===== src/rtl/reg_wr_arbiter.sv =====
// Round-robin write-port arbiter for a bank of parallel-load registers: grants one of two
// requesters per write, drives the one-hot load strobes and the shared write-data bus.
module reg_wr_arbiter #(
  parameter int unsigned NREG = 4,
  parameter int unsigned W    = 8,
  parameter int unsigned AW   = (NREG > 1) ? $clog2(NREG) : 1
) (
  input  logic            clk,
  input  logic            reset,
  input  logic            req0,
  input  logic [AW-1:0]   addr0,
  input  logic [W-1:0]    data0,
  output logic            gnt0,
  input  logic            req1,
  input  logic [AW-1:0]   addr1,
  input  logic [W-1:0]    data1,
  output logic            gnt1,
  output logic [NREG-1:0] pl,
  output logic [W-1:0]    wdata,
  output logic            busy,
  output logic            err
);

  typedef enum logic [0:0] {StIdle, StWrite} state_e;

  state_e          state_q, state_d;
  logic            rr_q, rr_d;
  logic            gnt0_q, gnt0_d;
  logic            gnt1_q, gnt1_d;
  logic [NREG-1:0] pl_q, pl_d;
  logic [W-1:0]    wdata_q, wdata_d;
  logic            busy_q, busy_d;
  logic            err_q, err_d;

  logic            win1;
  logic [AW-1:0]   win_addr;
  logic            in_range;

  // Requester 1 wins when alone, or when both request and the pointer favours it.
  assign win1     = req1 & (~req0 | rr_q);
  assign win_addr = win1 ? addr1 : addr0;
  assign in_range = 32'(win_addr) < NREG;

  always_comb begin
    state_d = state_q;
    rr_d    = rr_q;
    gnt0_d  = 1'b0;
    gnt1_d  = 1'b0;
    pl_d    = '0;
    wdata_d = wdata_q;
    busy_d  = 1'b0;
    err_d   = 1'b0;
    unique case (state_q)
      StIdle: begin
        if (req0 | req1) begin
          state_d = StWrite;
          gnt0_d  = ~win1;
          gnt1_d  = win1;
          wdata_d = win1 ? data1 : data0;
          pl_d    = in_range ? (NREG'(1) << win_addr) : '0;
          err_d   = ~in_range;
          busy_d  = 1'b1;
          // Pointer moves to the loser even if it was not requesting.
          rr_d    = ~win1;
        end
      end
      StWrite: begin
        state_d = StIdle;
      end
      default: begin
        state_d = StIdle;
      end
    endcase
  end

  always_ff @(posedge clk or negedge reset) begin
    if (!reset) begin
      state_q <= StIdle;
      rr_q    <= 1'b0;
      gnt0_q  <= 1'b0;
      gnt1_q  <= 1'b0;
      pl_q    <= '0;
      wdata_q <= '0;
      busy_q  <= 1'b0;
      err_q   <= 1'b0;
    end else begin
      state_q <= state_d;
      rr_q    <= rr_d;
      gnt0_q  <= gnt0_d;
      gnt1_q  <= gnt1_d;
      pl_q    <= pl_d;
      wdata_q <= wdata_d;
      busy_q  <= busy_d;
      err_q   <= err_d;
    end
  end

  assign gnt0  = gnt0_q;
  assign gnt1  = gnt1_q;
  assign pl    = pl_q;
  assign wdata = wdata_q;
  assign busy  = busy_q;
  assign err   = err_q;

endmodule


===== config.mk =====
export PLATFORM = sky130hd
export DESIGN_NAME = reg_wr_arbiter
export DESIGN_NICKNAME = d
export VERILOG_FILES = /design/src/rtl/reg_wr_arbiter.sv
export SDC_FILE = /design/constraint.sdc
export NUM_CORES = 1
export LEC_CHECK = 0
export CORE_MARGIN = 1
export CORE_UTILIZATION = 37
export DETAILED_ROUTE_END_ITERATION = 8
export PLACE_DENSITY = 0.77
export SYNTH_ARGS = -nofsm -noshare
export SYNTH_HDL_FRONTEND = slang
export SYNTH_SLANG_ARGS = --single-unit

===== constraint.sdc =====
create_clock -name clk -period 1.5 [get_ports clk]
set_input_delay 0.15 -clock clk [delete_from_list [all_inputs] [get_ports clk]]
set_output_delay 0.15 -clock clk [all_outputs]
set_load 0.01 [all_outputs]

; Yosys cells after proc, flatten, opt, wreduce, memory -nomap -nowiden
; Index checks and enable logic that the tools add are counted.
[word_totals]
ff_bits = 17
latch_bits = 0
ramBits = 0
romBits = 0
inputBits = 24
out_inout_bits = 16
mem_count = 0
[op_classes]
addsub = 0
multipliers = 0
n_div = 0
magnitude_cmp = 0
n_eq_ne = 0
n_shift = 1
n_mux = 11
bitwise = 6
reduce_logical = 1
[ops]
columns = operator, count
row1 = 4-bit two-way mux, 2
row2 = 8-bit two-way mux, 1
row3 = 1-bit two-way mux, 6
row4 = "1-bit by 2-bit << shifter with 4-bit output, first input constant", 1
row5 = 1-bit inverter, 3
row6 = 2-bit two-way mux, 1
row7 = 1-bit OR, 2
row8 = 1-bit case mux with 2 select lines, 1
row9 = 2-bit AND reduction, 1
row10 = 1-bit AND, 1

; Logic depth before layout (Yosys ltp)
[logic_depth]
ltp_word = 7
depth_mapped = 4

; Worst setup path after synthesis
; OpenSTA, ideal clock, no wires.
[synth_timing]
kind = register -> register
startpoint = register, netlist name busy
endpoint = register wdata_q[0], in the netlist wdata[0]
setup_time_ps = 126
arrival_ps = 1011
required_ps = 1374
path_slack_ps = 363
stages_incl_launch_ff = 5
path_buffers = 1
period_less_slack_ps = 1137
cell_sequence = dfrtp_1 > o21bai_1 > buf_2 > a31oi_1 > a21oi_1
[synth_rtl]
columns = element, line
row1 = "end signal, assigned", 92  ; wdata_q <= wdata_d;
row2 = "end, declared", 31  ; logic [W-1:0] wdata_q, wdata_d;

; Final worst setup path
[layout_timing]
startpoint = register wdata_q[5], in the netlist wdata[5]
endpoint = output wdata[5]
[layout_rtl]
columns = element, line
row1 = "end, declared", 19  ; output logic [W-1:0] wdata,
; No word-level cell between the ends.

==> flow_summary_export.csv <==
group,metric,value,unit
run_status,run_status,"finished clean",
timing,fin_crit_sh,89.0,%
global_routing,first_global_vias,653,
final_layout,finish.net_count,145,
global_routing,track_usage,19.9,%
yosys,synth.avg_cell_area,9.34,µm²
floorplanning,floorplan.die.width,46.4,µm
power_and_ir_drop,post-layout-total-power,1.15,mW
place,placed_cell_area,1160,µm²
timing,finalClockSkew,0.00401,ns
global_routing,grt_first_pass_wirelength,2930,µm
clock_tree,numCtsBuffers,3,
clock_tree,root_buffer,"clkbuf_4",
timing,finalHoldViolations,0,
final_layout,layout_common_cells,"clkdlybuf4s50_1 (38), dfrtp_1 (16), a21oi_1 (13)",
yosys,synth_async_sr_flop_share,100,%
power_and_ir_drop,total_leakage_power,0.483,nW
timing,layout_min_cycle_time,1.34,ns
detailed_routing,antenna_violating_nets_post_route,0,
final_layout,syn_to_layout_area_delta,61.9,%
place,dpl.hpwl,1450,µm
worst_setup_path,endpoint_kind,"primary output",
clock_tree,clk_latency,0.27,ns
floorplanning,ios,40,
global_routing,grt_max_degree,17,
timing,finalSetupViolCount,0,
final_layout,register_cell_area_after_layout,400,µm²
global_routing,grt_overflow,0,
clock_tree,number_of_levels_in_the_clock_h_tree,1,
detailed_routing,detail_route.first_pass.iterations,5,
final_layout,antenna_cells,0,
yosys,netlist_top_cells_area,"dfrtp_1 (55%), a21oi_1 (8.9%), a31oi_1 (6.9%)",
clock_tree,clock_path_buffers,2,
floorplanning,core_area,1780,µm²
detailed_routing,first_iter_violations,18,
power_and_ir_drop,total_power_divided_by_cell_area,979,nW/µm²
flow_run,maximum_capacitance_violations,0,
timing,setup-tns-final,0,ns
timing,report.final.slew_viol_count,0,
clock_tree,postCtsSetupRepairBufs,0,
hold_path,min-delay-path-class,"input pin to asynchronous set/reset pin",
yosys,postSynthRegisterBits,16,
final_layout,multi_input_logic_area,284,µm²
worst_setup_path,worst_path_dominant_cell_family,"buffers and inverters",
yosys,synth_enable_flop_cells,0,
final_layout,post-route-cell-area,1180,µm²
clock_tree,cts-hold-fix-buffers,0,
clock_tree,cts.repair.resized,0,
yosys,synthDominantAreaCellType,"dfrtp_1",
worst_setup_path,timing.critical_path.cells,"clkdlybuf4s50_1",
timing,rsz_0062_raised_after_global_routing,"false",
power_and_ir_drop,combPwrFrac,35.1,%
clock_tree,tritoncts_clock_tree,"yes",
power_and_ir_drop,p_clk_share,18.7,%
yosys,most_used_dff_post_synth,"dfrtp_1",
power_and_ir_drop,sequential_power_share,46.2,%
floorplanning,die-area,2150,µm²
floorplanning,die_y,46.4,µm
global_routing,grt_busiest_layer,"met2",
detailed_routing,viasPerCell,5.22,
worst_setup_path,worstPathRequired,1.35,ns
yosys,synthesis.area,728,µm²
floorplanning,initial_core_util,40.8,%
worst_setup_path,cpMaxStageDelayCell,"clkdlybuf4s50_1",
timing,timing.fmax,0.749,GHz
detailed_routing,detail_route.wl_per_cell,13.5,µm
yosys,share_of_yosys_cell_area_claimed_by_the_top_area_cell_type,55.0,%
global_routing,met3_usage,3.92,%
final_layout,end_of_flow_core_utilization,66.1,%
global_routing,antenna_violations_before_repair,0,
worst_setup_path,worst-setup-path-type,"flop to primary output",
floorplanning,std_cell_rows,15,
detailed_routing,wirelength,1940,µm
final_layout,n_fill_cell,148,
final_layout,leading_cell_type_in_the_layout_fill_and_taps_excluded,"clkdlybuf4s50_1",
detailed_routing,vias,751,
power_and_ir_drop,internal_power,0.819,mW
global_routing,grt_util_met1,25.7,%
worst_setup_path,critical_path.max_stage_delay,0.55,ns
power_and_ir_drop,total_switching_power,0.335,mW
worst_setup_path,startpoint_type,"flop",
yosys,yosys_warnings,0,
clock_tree,clock_sink_count,16,
final_layout,drive_above_1_share,8.40,%
yosys,syn-num-nets,102,
yosys,yosysSeqAreaShare,55.0,%
worst_setup_path,path_max_fanout,2,
clock_tree,cts.reportedPaths.clkPinSlew,0.09,ns
worst_setup_path,cp.arrival,1.19,ns
place,gp_congestion,0.769,
worst_setup_path,critical_path_buf_inv_count,1,
yosys,cell_count_after_synthesis,78,
global_routing,globalRouteMet2Util,32.8,%
place,port_buffers,38,
yosys,synthDistinctLibCells,19,
power_and_ir_drop,worst_ir_drop_vdd,0.672,mV
detailed_routing,remaining_drc_errors,0,
power_and_ir_drop,swShare,29.0,%
[layout make-up]
cell class,count,share of cell area [%]
sequential,16,34.0
multi-input combinational,52,24.1
inverter,4,1.27
clock buffer,3,1.91
tap,25,2.65
timing repair buffer,44,36.1
[logic make-up (layout without fill, tap and decap cells)]
group / Yosys count / count (layout) / synth area share [%]
AOI/OAI and AO/OA: 34 / 34 / 26.5
buffers and inverters: 10 / 51 / 6.01
DFF: 16 / 16 / 55.0
and+or+nand+nor: 17 / 17 / 12.0
other: 1 / 1 / 0.515
[registers in the layout (all words and copies together) (netlist names)]
register and count:
busy 1, rr_q 1, pl 4, wdata 8, gnt0 1, gnt1 1
[path summary, 6_finish.rpt]
check	from	endpoint	slack, ns	cells past startpoint
setup / recovery	wdata[5]$_DFFE_PN0P_	wdata[5]	0.16	1
hold / removal	reset	gnt1$_DFF_PN0_	0.19	2
setup reg to reg	rr_q$_DFFE_PN0P_	wdata[0]$_DFFE_PN0P_	0.28	3
hold reg to reg	busy$_DFF_PN0_	gnt1$_DFF_PN0_	0.47	1
max in group asynchronous	reset	wdata[3]$_DFFE_PN0P_	1.13	2
min in group clk	data0[5]	wdata[5]$_DFFE_PN0P_	0.43	3
[per-stage QoR]
stage / instances / setup slack [ns] / hold slack [ns]
finish: 144 / 0.164 / 0.190
global route: 144 / 0.114 / 0.208
CTS: 144 / 0.154 / 0.195
detailed placement: 141 / 0.106 / 0.467
global placement: 141 / 0.114 / 0.461
floorplan: 78 / 0.363 / -0.146
[Yosys cell counts (all sizes together) (2+ instances only)]
| cell type | n |
|---|---|
| nor2 | 10 |
| o211ai | 4 |
| dfrtp | 16 |
| o21ai | 8 |
| a31oi | 8 |
| inv | 4 |
| clkbuf | 3 |
| a21oi | 13 |
| buf | 3 |
| nand4b | 2 |
[power groups by stage]
stage	logic [mW]	registers (mW)	clock network, mW
2_1_floorplan	0.132	0.571	0
3_3_place_gp	0.398	0.540	0
3_5_place_dp	0.404	0.540	0
4_1_cts	0.408	0.533	0.223
5_1_grt	0.441	0.543	0.235
6_report	0.405	0.533	0.216
[layer usage]
layer	wire, µm	up-vias
met5	0	-
met4	17	0
met1	811	355
li1	-	361
met2	1010	33
met3	98	2
No activity file was read; power rests on OpenSTA's default activity.
